**src/rtl/alu_seq_ctrl_if.sv**
```systemverilog
// Instruction handshake bundle between the instruction source and the
// ALU sequencer.
interface alu_seq_ctrl_if;
   logic       instr_valid;
   logic       instr_ready;
   logic [3:0] instr_op;
   logic [1:0] instr_rd;
   logic [1:0] instr_ra;
   logic [1:0] instr_rb;
   logic       instr_imm_en;
   logic [3:0] instr_imm;

   modport master (
      output instr_valid,
      input  instr_ready,
      output instr_op,
      output instr_rd,
      output instr_ra,
      output instr_rb,
      output instr_imm_en,
      output instr_imm
   );

   modport slave (
      input  instr_valid,
      output instr_ready,
      input  instr_op,
      input  instr_rd,
      input  instr_ra,
      input  instr_rb,
      input  instr_imm_en,
      input  instr_imm
   );
endinterface

```
**src/rtl/alu_seq_ctrl.sv**
```systemverilog
// ALU instruction sequencer: accepts one instruction at a time, drives the
// 4-bit ALU from a local 4x4 register file, holds the operands for ALU_WAIT
// cycles, then writes the result and flag back.
module alu_seq_ctrl #(
   parameter int unsigned ALU_WAIT = 1,
   parameter int unsigned NREGS    = 4
) (
   input  logic               clk,
   input  logic               rst,
   alu_seq_ctrl_if.slave      instr,
   output logic [3:0]         alu_a,
   output logic [3:0]         alu_b,
   output logic [3:0]         alu_control,
   output logic               alu_flag_in,
   input  logic [3:0]         alu_result,
   input  logic               alu_flags,
   output logic               done,
   output logic               err,
   output logic [3:0]         result_out,
   output logic               flag_q,
   input  logic [1:0]         dbg_sel,
   output logic [3:0]         dbg_data
);

   typedef enum logic [1:0] {
      S_IDLE,
      S_EXEC,
      S_DONE
   } state_t;

   localparam logic [3:0] OP_LOAD    = 4'hF;
   localparam logic [3:0] OP_ALU_MAX = 4'h9;
   localparam logic [3:0] WAIT_INIT  = 4'(ALU_WAIT - 1);

   state_t     r_state;
   logic       r_ready;
   logic       r_done;
   logic       r_err;
   logic [3:0] r_alu_a;
   logic [3:0] r_alu_b;
   logic [3:0] r_alu_ctrl;
   logic       r_flag;
   logic [3:0] r_result;
   logic [3:0] r_wait;
   logic [1:0] r_rd;
   logic [3:0] r_regs [NREGS];

   logic       w_accept;

   assign w_accept = instr.instr_valid && r_ready;

   // Sequencer FSM with register file, flag and all outputs registered
   always_ff @(posedge clk) begin
      if (rst) begin
         r_state    <= S_IDLE;
         r_ready    <= 1'b1;
         r_done     <= 1'b0;
         r_err      <= 1'b0;
         r_alu_a    <= '0;
         r_alu_b    <= '0;
         r_alu_ctrl <= '0;
         r_flag     <= 1'b0;
         r_result   <= '0;
         r_wait     <= '0;
         r_rd       <= '0;
         for (int unsigned i = 0; i < NREGS; i++) begin
            r_regs[i] <= '0;
         end
      end else begin
         case (r_state)
            S_IDLE: begin
               if (w_accept) begin
                  r_rd    <= instr.instr_rd;
                  r_ready <= 1'b0;
                  if (instr.instr_op <= OP_ALU_MAX) begin
                     // Operands are snapshotted here so rd aliasing ra/rb
                     // cannot disturb them before write-back.
                     r_alu_a    <= r_regs[instr.instr_ra];
                     r_alu_b    <= instr.instr_imm_en ? instr.instr_imm
                                                      : r_regs[instr.instr_rb];
                     r_alu_ctrl <= instr.instr_op;
                     r_wait     <= WAIT_INIT;
                     r_state    <= S_EXEC;
                  end else if (instr.instr_op == OP_LOAD) begin
                     r_regs[instr.instr_rd] <= instr.instr_imm;
                     r_result               <= instr.instr_imm;
                     r_done                 <= 1'b1;
                     r_state                <= S_DONE;
                  end else begin
                     r_done  <= 1'b1;
                     r_err   <= 1'b1;
                     r_state <= S_DONE;
                  end
               end
            end

            S_EXEC: begin
               if (r_wait == 4'd0) begin
                  r_regs[r_rd] <= alu_result;
                  r_result     <= alu_result;
                  r_flag       <= alu_flags;
                  r_alu_a      <= '0;
                  r_alu_b      <= '0;
                  r_alu_ctrl   <= '0;
                  r_done       <= 1'b1;
                  r_state      <= S_DONE;
               end else begin
                  r_wait <= r_wait - 4'd1;
               end
            end

            S_DONE: begin
               r_done  <= 1'b0;
               r_err   <= 1'b0;
               r_ready <= 1'b1;
               r_state <= S_IDLE;
            end

            default: begin
               r_done  <= 1'b0;
               r_err   <= 1'b0;
               r_ready <= 1'b1;
               r_state <= S_IDLE;
            end
         endcase
      end
   end

   assign instr.instr_ready = r_ready;
   assign alu_a             = r_alu_a;
   assign alu_b             = r_alu_b;
   assign alu_control       = r_alu_ctrl;
   assign alu_flag_in       = r_flag;
   assign done              = r_done;
   assign err               = r_err;
   assign result_out        = r_result;
   assign flag_q            = r_flag;
   assign dbg_data          = r_regs[dbg_sel];

endmodule

```
**src/flat_wrapper.sv**
```systemverilog
// flat-port wrapper written by rule: the top's interface ports become plain ports
module alu_seq_ctrl_flat 
#(
   parameter int unsigned ALU_WAIT = 1,
   parameter int unsigned NREGS    = 4
)
  (clk, rst, alu_a, alu_b, alu_control, alu_flag_in, alu_result, alu_flags, done, err, result_out, flag_q, dbg_sel, dbg_data, instr_instr_valid, instr_instr_ready, instr_instr_op, instr_instr_rd, instr_instr_ra, instr_instr_rb, instr_instr_imm_en, instr_instr_imm);
  alu_seq_ctrl_if instr_i ();
  input  logic clk;
  input  logic rst;
  output logic [3:0] alu_a;
  output logic [3:0] alu_b;
  output logic [3:0] alu_control;
  output logic alu_flag_in;
  input  logic [3:0] alu_result;
  input  logic alu_flags;
  output logic done;
  output logic err;
  output logic [3:0] result_out;
  output logic flag_q;
  input  logic [1:0] dbg_sel;
  output logic [3:0] dbg_data;
  input wire logic [$bits(instr_i.instr_valid)-1:0] instr_instr_valid;
  output wire logic [$bits(instr_i.instr_ready)-1:0] instr_instr_ready;
  input wire logic [$bits(instr_i.instr_op)-1:0] instr_instr_op;
  input wire logic [$bits(instr_i.instr_rd)-1:0] instr_instr_rd;
  input wire logic [$bits(instr_i.instr_ra)-1:0] instr_instr_ra;
  input wire logic [$bits(instr_i.instr_rb)-1:0] instr_instr_rb;
  input wire logic [$bits(instr_i.instr_imm_en)-1:0] instr_instr_imm_en;
  input wire logic [$bits(instr_i.instr_imm)-1:0] instr_instr_imm;
  assign instr_i.instr_valid = instr_instr_valid;
  assign instr_instr_ready = instr_i.instr_ready;
  assign instr_i.instr_op = instr_instr_op;
  assign instr_i.instr_rd = instr_instr_rd;
  assign instr_i.instr_ra = instr_instr_ra;
  assign instr_i.instr_rb = instr_instr_rb;
  assign instr_i.instr_imm_en = instr_instr_imm_en;
  assign instr_i.instr_imm = instr_instr_imm;
  alu_seq_ctrl #(.ALU_WAIT(ALU_WAIT), .NREGS(NREGS)) u_core (.clk(clk), .rst(rst), .instr(instr_i), .alu_a(alu_a), .alu_b(alu_b), .alu_control(alu_control), .alu_flag_in(alu_flag_in), .alu_result(alu_result), .alu_flags(alu_flags), .done(done), .err(err), .result_out(result_out), .flag_q(flag_q), .dbg_sel(dbg_sel), .dbg_data(dbg_data));
endmodule
```
**config.mk**
```make
export PLATFORM = sky130hd
export DESIGN_NAME = alu_seq_ctrl_flat
export DESIGN_NICKNAME = d
export VERILOG_FILES = /design/src/rtl/alu_seq_ctrl_if.sv /design/src/rtl/alu_seq_ctrl.sv /design/src/flat_wrapper.sv
export SDC_FILE = /design/constraint.sdc
export NUM_CORES = 1
export LEC_CHECK = 0
export CORE_MARGIN = 10
export CORE_UTILIZATION = 45
export DETAILED_ROUTE_END_ITERATION = 8
export GPL_ROUTABILITY_DRIVEN = 0
export HOLD_SLACK_MARGIN = 0.06
export MAX_ROUTING_LAYER = met4
export PLACE_DENSITY = 0.76
export SYNTH_ARGS = -nofsm -noshare
export SYNTH_HDL_FRONTEND = slang
export SYNTH_SLANG_ARGS = --single-unit
```
**constraint.sdc**
```tcl
create_clock -name clk -period 2.1 [get_ports clk]
set_input_delay 0.42 -clock clk [delete_from_list [all_inputs] [get_ports clk]]
set_output_delay 0.42 -clock clk [all_outputs]
set_load 0.1 [all_outputs]
```
## After elaboration in Yosys (flattened, before gate mapping)

Memories as Yosys holds them, arrays and structs flattened.
Index checks and enable logic that the tools add are counted.

- Register bits after elaboration: 28
- Bits in latches: 0
- Bits in writable memories: 16
- Bits in read-only memories: 0
- Input port bits: 25
- Output and inout bits: 25
- Memories kept: 1

- $add $sub $neg: 1
- $mul: 0
- Divide/modulo/power cells: 0
- Magnitude comparators: 1
- Eq/ne operators: 9
- Shift operators: 0
- Multiplexer cells: 52
- Bitwise logic cells: 1
- Reduce and logical (&&, ||, !) cells: 15

Memory list:

| name | words | bits a word | read ports | clocked after memory_dff | wr ports | RTL line | text |
|---|---|---|---|---|---|---|---|
| u_core.r_regs | 4 | 4 | 3 | 0 | 4 | alu_seq_ctrl.sv:46 | `logic [3:0] r_regs [NREGS];` |

Operator list:

| cell | count |
|---|---|
| $mux 4 | 17 |
| $pmux 4 s2 | 5 |
| $mux 1 | 21 |
| $reduce_and 4->1 | 3 |
| $mux 2 | 5 |
| $ne 2x1->1 const B | 4 |
| $reduce_and 2->1 | 4 |
| $reduce_or 4->1 | 2 |
| $ne 2x2->1 const B | 3 |
| $pmux 1 s2 | 3 |
| $reduce_and 5->1 | 1 |
| $eq 4x4->1 const B | 1 |
| $le 4x4->1 const B | 1 |
| $logic_not 4->1 | 1 |
| $pmux 2 s2 | 1 |
| $sub 4x1->4 const B | 1 |
| $reduce_and 3->1 | 1 |
| $eq 2x1->1 const B | 1 |
| $logic_not 2->1 | 1 |
| $reduce_bool 2->1 | 1 |
| $logic_and 1x1->1 | 1 |
| $not 1->1 | 1 |

## Logic depth before layout (Yosys ltp)

Gate-level depths: netlist (run 1).

- Depth in word-level cells: 10
- Depth in mapped cells: 8
- Gate-level depth less buffers: 6

## Least setup slack after synthesis (run 1)

No wires, ideal clock.

- Kind: register to register
- Start: register u_core.r_ready, in the netlist u_core.instr.instr_ready
- End: memory u_core.r_regs[0][0], enable pin
- Setup time: 310 ps
- Data arrival time: 2,119 ps
- Required time: 1,790 ps
- Path slack: -329 ps
- Stages on the path, launching flop included: 5
- Buffers on the path: 0
- Path through: dfxtp_1 > nand4bb_4 > or3_1 > a221o_1 > nand2b_1

RTL lines:

| element | RTL line | text |
|---|---|---|
| start: declaration | alu_seq_ctrl.sv:36 | `logic r_ready;` |
| start signal: assignment | alu_seq_ctrl.sv:56 | `r_ready <= 1'b1;` |
| start signal: assignment | alu_seq_ctrl.sv:74 | `r_ready <= 1'b0;` |
| start signal: assignment | alu_seq_ctrl.sv:115 | `r_ready <= 1'b1;` |
| end: declaration | alu_seq_ctrl.sv:46 |  |

==> results of run 1 <==
## flip-flops by register name, indices dropped and copies added (netlist names)
register and cells:
u_core.alu_b 4, u_core.alu_control 4, u_core.err 1, u_core.alu_flag_in 1, u_core.r_regs 16, u_core.result_out 4
u_core.alu_a 4, u_core.done 1, u_core.r_rd 2, u_core.r_state 2, u_core.instr.instr_ready 1, u_core.r_wait 4
## cells in the mapped netlist, types with 2 or more instances
cell type / count
buf_2: 5
nor2b_1: 2
edfxtp_1: 16
mux4_2: 12
mux2_2: 4
ha_1: 2
xor2_1: 2
nor2_1: 5
nand2_1: 10
nor3_1: 4
clkbuf_1: 2
a211oi_2: 3
nand2b_1: 2
a22o_1: 12
and2_1: 8
dfxtp_1: 28
a21oi_1: 17
inv_1: 3
nand3_1: 15
o21bai_1: 3
or3b_1: 2
a21o_1: 4
or2_2: 3
## worst register-to-register path, cell delays in order (launching register included)
cell and delay, ns:
dfxtp_1 0.34, inv_2 0.07, ha_1 0.16, or3b_4 0.41
o32a_1 0.19, a221o_1 0.28, buf_4 0.16, a211oi_2 0.18
## metal layers
layer | vias to the layer above | GRT usage | part of all wire
li1 | 862 | - | -
met1 | 847 | 0.169 | 0.43
met4 | 0 | 0.0607 | 0.0065
met2 | 58 | 0.239 | 0.51
met5 | - | - | 0
met3 | 6 | 0.0365 | 0.055
## stage by stage
stage               total power [W]  hold slack (ns)  setup slack, ns
global route                0.00229            0.498           0.0127
finish                      0.00221            0.466            0.111
CTS                         0.00223            0.468           0.0209
floorplan                   0.00135            0.433           0.0245
detailed placement          0.00157            0.443           -0.204
global placement            0.00156            0.437           -0.172
## worst max path at each step
stage                                      to  cells after the start  slack, ns                startpoint
after floorplan           u_core.r_regs[0][0]                      4       0.02  u_core.instr.instr_ready
after global placement    u_core.r_regs[0][0]                      6      -0.17         instr_instr_op[0]
after detailed placement  u_core.r_regs[0][1]                      6      -0.20         instr_instr_op[0]
after CTS                     u_core.alu_b[3]                      6       0.02          u_core.r_wait[0]
after global routing      u_core.r_regs[0][1]                      7       0.01          u_core.r_wait[1]
final                     u_core.r_regs[0][2]                      6       0.11         instr_instr_valid
## cell type report
| class | count | share of cell area |
|---|---|---|
| multi-input combinational | 126 | 0.350 |
| clock inverter | 3 | 0.0152 |
| inverter | 3 | 0.00370 |
| tap | 54 | 0.0222 |
| timing repair buffer | 84 | 0.243 |
| sequential | 44 | 0.343 |
| clock buffer | 5 | 0.0226 |
## power groups by stage
stage | logic (W) | registers, W | clock network [W]
floorplan | 0.000212 | 0.00114 | 0
global placement | 0.000579 | 0.000980 | 0
detailed placement | 0.000582 | 0.000984 | 0
CTS | 0.000583 | 0.000965 | 0.000685
global route | 0.000609 | 0.000972 | 0.000712
finish | 0.000581 | 0.000966 | 0.000667
## timing repair
action,4_1_cts,5_1_grt
gates cloned,0,0
gates resized for setup,1,4
pin swaps,0,2
setup endpoints to repair,4,23
## kinds of logic after synthesis
family	after synthesis	synth area share
multiplexers	16	0.147
AO/OA/AOI/OAI	48	0.164
buffers and inverters	12	0.0256
flip-flops	44	0.485
AND/OR/NAND/NOR	58	0.159
adder cells (fa/ha/maj)	2	0.0116
XOR/XNOR	2	0.00816
==> reports/metrics.yaml, run 1 <==
synthCells: 182
final.period_utilization: 0.947
drtAntennaViolNets: 0
grt_use_total: 0.147
post-cts-setup-buffer-count: 0
power.leakage_nw: 1.22
swShare: 0.320
ys_async_sr_fraction: 0
peakVddDrop_v: 0.000394
first_global_vias: 1782
r2r_end: "u_core.r_regs[0][2]"
cp_max_fo: 4
netlist_area_um2: 2150
layout_common_cells: "buf_4 (56), dfxtp_1 (27), clkdlybuf4s50_1 (23)"
vias_per_cell: 5.56
dieArea_um2: 7940
dieWidth_um: 89.1
dp.cells: 311
drive_above_1_share: 0.362
fin_cells: 319
rsz0062_at_grt: "false"
cts.sinks: 44
worst_pin_slew_ns: 0.542
synthDominantCellAreaShare: 0.261
synth_edf_count: 16
critPathCaptureType: "flip-flop"
power.share.clock: 0.301
port_buffers: 49
avgSynthCellArea_um2: 11.8
synth_area_leaders: "dfxtp_1 (26%), edfxtp_1 (22%), mux4_2 (13%), a22o_1 (4.9%), a21oi_1 (4.0%)"
finalClockSkew_ns: 0.00503
core_area_um2: 4660
grt_pass1_wl_um: 8710
dpl_cell_area_um2: 2910
hold_viol: 0
drt_iter0_drc: 87
antenna_found_initial: 0
synth_top_cell_by_area: "dfxtp_1"
ys.flop_type: "dfxtp_1"
critPathKind: "input pin to flip-flop"
whs_path_depth: 1
rr_startpoint: "u_core.r_wait[0]"
num_vias: 1773
p_int_w: 0.00151
switchingPower_w: 0.000708
holdCritPathClass: "flip-flop to flip-flop"
postCtsHoldBufs: 0
grt_max_degree: 17
layout_commonest_cell: "buf_4"
seq_area_um2: 1040
initial_utilization: 0.461
period_minus_slack_ns: 1.99
nets: 291
io_pins: 50
die_h_um: 89.1
startpoint_type: "input pin"
powerDensity_nw_per_um2: 728
slew_violations: 0
crit_family: "buffers and inverters"
route.detailed.drc: 0
final_design_area_no_fill_um2: 3040
synth_cell_types: 41
yosysSeqAreaShare: 0.485
first_pass_iters: 4
cp_cell_sequence: "clkdlybuf4s50_1 > nand4bb_4 > or3_1 > a221o_1 > buf_4 > a211oi_2"
cts_tree: "done"
utilization: 0.652
rr_worst_depth: 7
min_to: "u_core.result_out[0]"
outcome: "completed"
p_seq_frac: 0.436
h-tree-depth: 2
wl_per_cell_um: 17.4
setup_violations: 0
yosysWarnings: 0
hp-start: "u_core.result_out[0]"
worst_ep_required_time_ns: 2.25
dp_hpwl_um: 4430
synth_nets: 209
slowest_delay_ns: 0.53
insertion_delay_ns: 0.30
clk_pin_slew_worst_paths_ns: 0.09
critPathArrivalTime_ns: 2.14
antenna-diode-count: 0
ys_ff_latch: 44
numCtsBuffers: 5
syn2layout_area_growth_pct: 41.5
wl_um: 5560
slowest_stage: "clkdlybuf4s50_1"
worst-path-buf-inv: 2
cts_root_buf: "clkbuf_8"
setup-tns-final_ns: 0
clockBufferDepth: 2
power_frac_comb: 0.263
num_rows: 25
multi_input_area_um2: 1060
rrSetupSlack_ns: 0.14
cap_violations: 0
nFillCells: 360
gr-total-overflow: 0
slew_headroom: 0.638
fmax_ghz: 0.503
Power figures use the tool's default switching activity.
==> run 2: changes to the inputs <==
GPL_TIMING_DRIVEN = 0   (was unset)
==> reports/metrics.yaml, run 2 (same netlist as run 1, synthesis figures left out) <==
outcome: "completed"
layout_commonest_cell: "dlygate4sd2_1"
drt_iter0_drc: 120  # +38%
cap_violations: 0  # unchanged
holdCritPathClass: "flip-flop to flip-flop"
final.period_utilization: 0.980  # +0.0328
cts.sinks: 44  # unchanged
wl_per_cell_um: 18.9  # +8.7%
io_pins: 50  # unchanged
rrSetupSlack_ns: 0.08  # -0.06 ns
core_area_um2: 4660  # unchanged
critPathArrivalTime_ns: 1.64  # -0.50 ns
slowest_stage: "clkdlybuf4s50_1"
rr_startpoint: "u_core.r_wait[0]"
powerDensity_nw_per_um2: 814  # +12%
cts_root_buf: "clkbuf_8"
syn2layout_area_growth_pct: 34.7
antenna_found_initial: 0  # unchanged
hold_viol: 0  # unchanged
grt_pass1_wl_um: 9000  # +3.4%
dp.cells: 284  # -8.7%
gr-total-overflow: 0  # unchanged
largest_reg_flops: 16  # unchanged
vias_per_cell: 6.02  # +8.3%
antenna-diode-count: 0  # unchanged
route.detailed.drc: 0  # unchanged
grt_max_degree: 15  # -2
fin_cells: 297  # -6.9%
period_minus_slack_ns: 2.06  # +0.0689 ns
dieArea_um2: 7940  # unchanged
num_vias: 1788  # +0.85%
nets: 269  # -7.6%
wl_um: 5620  # +1.2%
startpoint_type: "input pin"
worst_pin_slew_ns: 0.982  # +0.439 ns
power.leakage_nw: 1.18  # -3.0%
rr_worst_depth: 7  # unchanged
numCtsBuffers: 5  # unchanged
num_rows: 25  # unchanged
layout_common_cells: "dlygate4sd2_1 (26), dfxtp_1 (25), a21oi_1 (17), clkdlybuf4s50_1 (17), edfxtp_1 (16)"
dp_hpwl_um: 4190  # -5.4%
cp_max_fo: 4  # unchanged
grt_use_total: 0.150  # +0.00379
finalClockSkew_ns: 0.00414  # -0.000888 ns
clockBufferDepth: 2  # unchanged
dieWidth_um: 89.1  # unchanged
cts_tree: "done"
postCtsHoldBufs: 0  # unchanged
drive_above_1_share: 0.230  # -0.132
whs_path_depth: 1  # unchanged
min_to: "u_core.result_out[0]"
worst_ep_required_time_ns: 1.68  # -0.57 ns
r2r_end: "u_core.r_regs[0][2]"
drtAntennaViolNets: 0  # unchanged
initial_utilization: 0.461  # unchanged
cp_cell_sequence: "clkdlybuf4s50_1 > mux4_2 > clkbuf_4"
slew_headroom: 0.348  # -0.290
fmax_ghz: 0.486  # -3.3%
total_power_w: 0.00235  # +6.4%
slowest_delay_ns: 0.59  # +0.06 ns
clk_pin_slew_worst_paths_ns: 0.08  # about the same
die_h_um: 89.1  # unchanged
setup_violations: 0  # unchanged
hp-start: "u_core.result_out[0]"
first_global_vias: 1816  # +1.9%
insertion_delay_ns: 0.29  # about the same
largest-register: "u_core.r_regs"
slew_violations: 0  # unchanged
critPathCaptureType: "output port"
critPathKind: "input pin to output port"
peakVddDrop_v: 0.000376  # -4.4%
timing.hold.ws_ns: 0.450  # -0.0161 ns
port_buffers: 48  # -2.0%
h-tree-depth: 2  # unchanged
first_pass_iters: 4  # unchanged
run 2: cell types whose count changed in the layout (fill, tap and decap cells not counted), moves of 2 or more:
cell             previous run  this run
buf_4                      56         8
dlygate4sd2_1               1        26
clkdlybuf4s50_1            23        17
buf_12                      4         0
buf_2                       0         4
bufinv_16                   1         3
clkbuf_1                    0         2
clkbuf_4                    0         2
dfxtp_1                    27        25
dfxtp_2                     1         3
run 2: routing by layer:
metal  part of all wire  global-route usage  vias to the layer above
met5                  0                   -                        -
met4              0.026              0.0636                        0
met3              0.063              0.0310                       22
met2               0.50               0.247                       80
met1               0.42               0.175                      863
li1                   -                   -                      823
run 2: worst max-delay path, delay by kind of cell:
kind | cells | cell delay (ns)
multiplexers | 1 | 0.33
buffers and inverters | 2 | 0.88
run 2: worst max-delay path by stage:
stage | startpoint | slack, ns | cells after the start | to
after CTS | dbg_sel[0] | 0.005 | 3 | dbg_data[2]
after detailed placement | dbg_sel[0] | -0.96 | 3 | dbg_data[3]
after floorplan | u_core.instr.instr_ready | 0.02 | 4 | u_core.r_regs[0][0]
after global routing | u_core.r_wait[0] | -0.0003 | 7 | u_core.r_regs[0][2]
final | dbg_sel[1] | 0.04 | 3 | dbg_data[0]
after global placement | dbg_sel[0] | -0.90 | 3 | dbg_data[3]
run 2: cell type report:
type,count,area [um^2]
inverters,3,11.3
fillers,381,1770
plain buffers,9,50.0
repair buffers,53,475
flip-flops and latches,44,1040
multi-input cells,126,1080
clock inverters,3,90.1
well taps,54,67.6
clock buffers,5,68.8
run 2: through the flow:
stage	area [um^2]	util	TNS, ns	worst slack (ns)
5_1_grt	2890	0.621	-0.000287	-0.000287
3_5_place_dp	2700	0.579	-14.70	-0.962
4_1_cts	2870	0.616	0	0.00527
6_report	2890	0.621	0	0.0422
2_1_floorplan	2150	-	0	0.0245
3_3_place_gp	2700	0.579	-13.38	-0.903
run 2: power by group:
group / internal (W) / switching [W]
sequential: 0.000929 / 0.0000356
combinational: 0.000156 / 0.000355
clock: 0.000595 / 0.000285
total: 0.00168 / 0.000675
run 2: what timing repair did:
action | 4_1_cts | 5_1_grt
endpoints found under the hold margin | 0 | 0
resized for setup | 57 | 8
setup buffers | 5 | 0
endpoints found under the setup margin | 42 | 18
pin swaps | 5 | 0
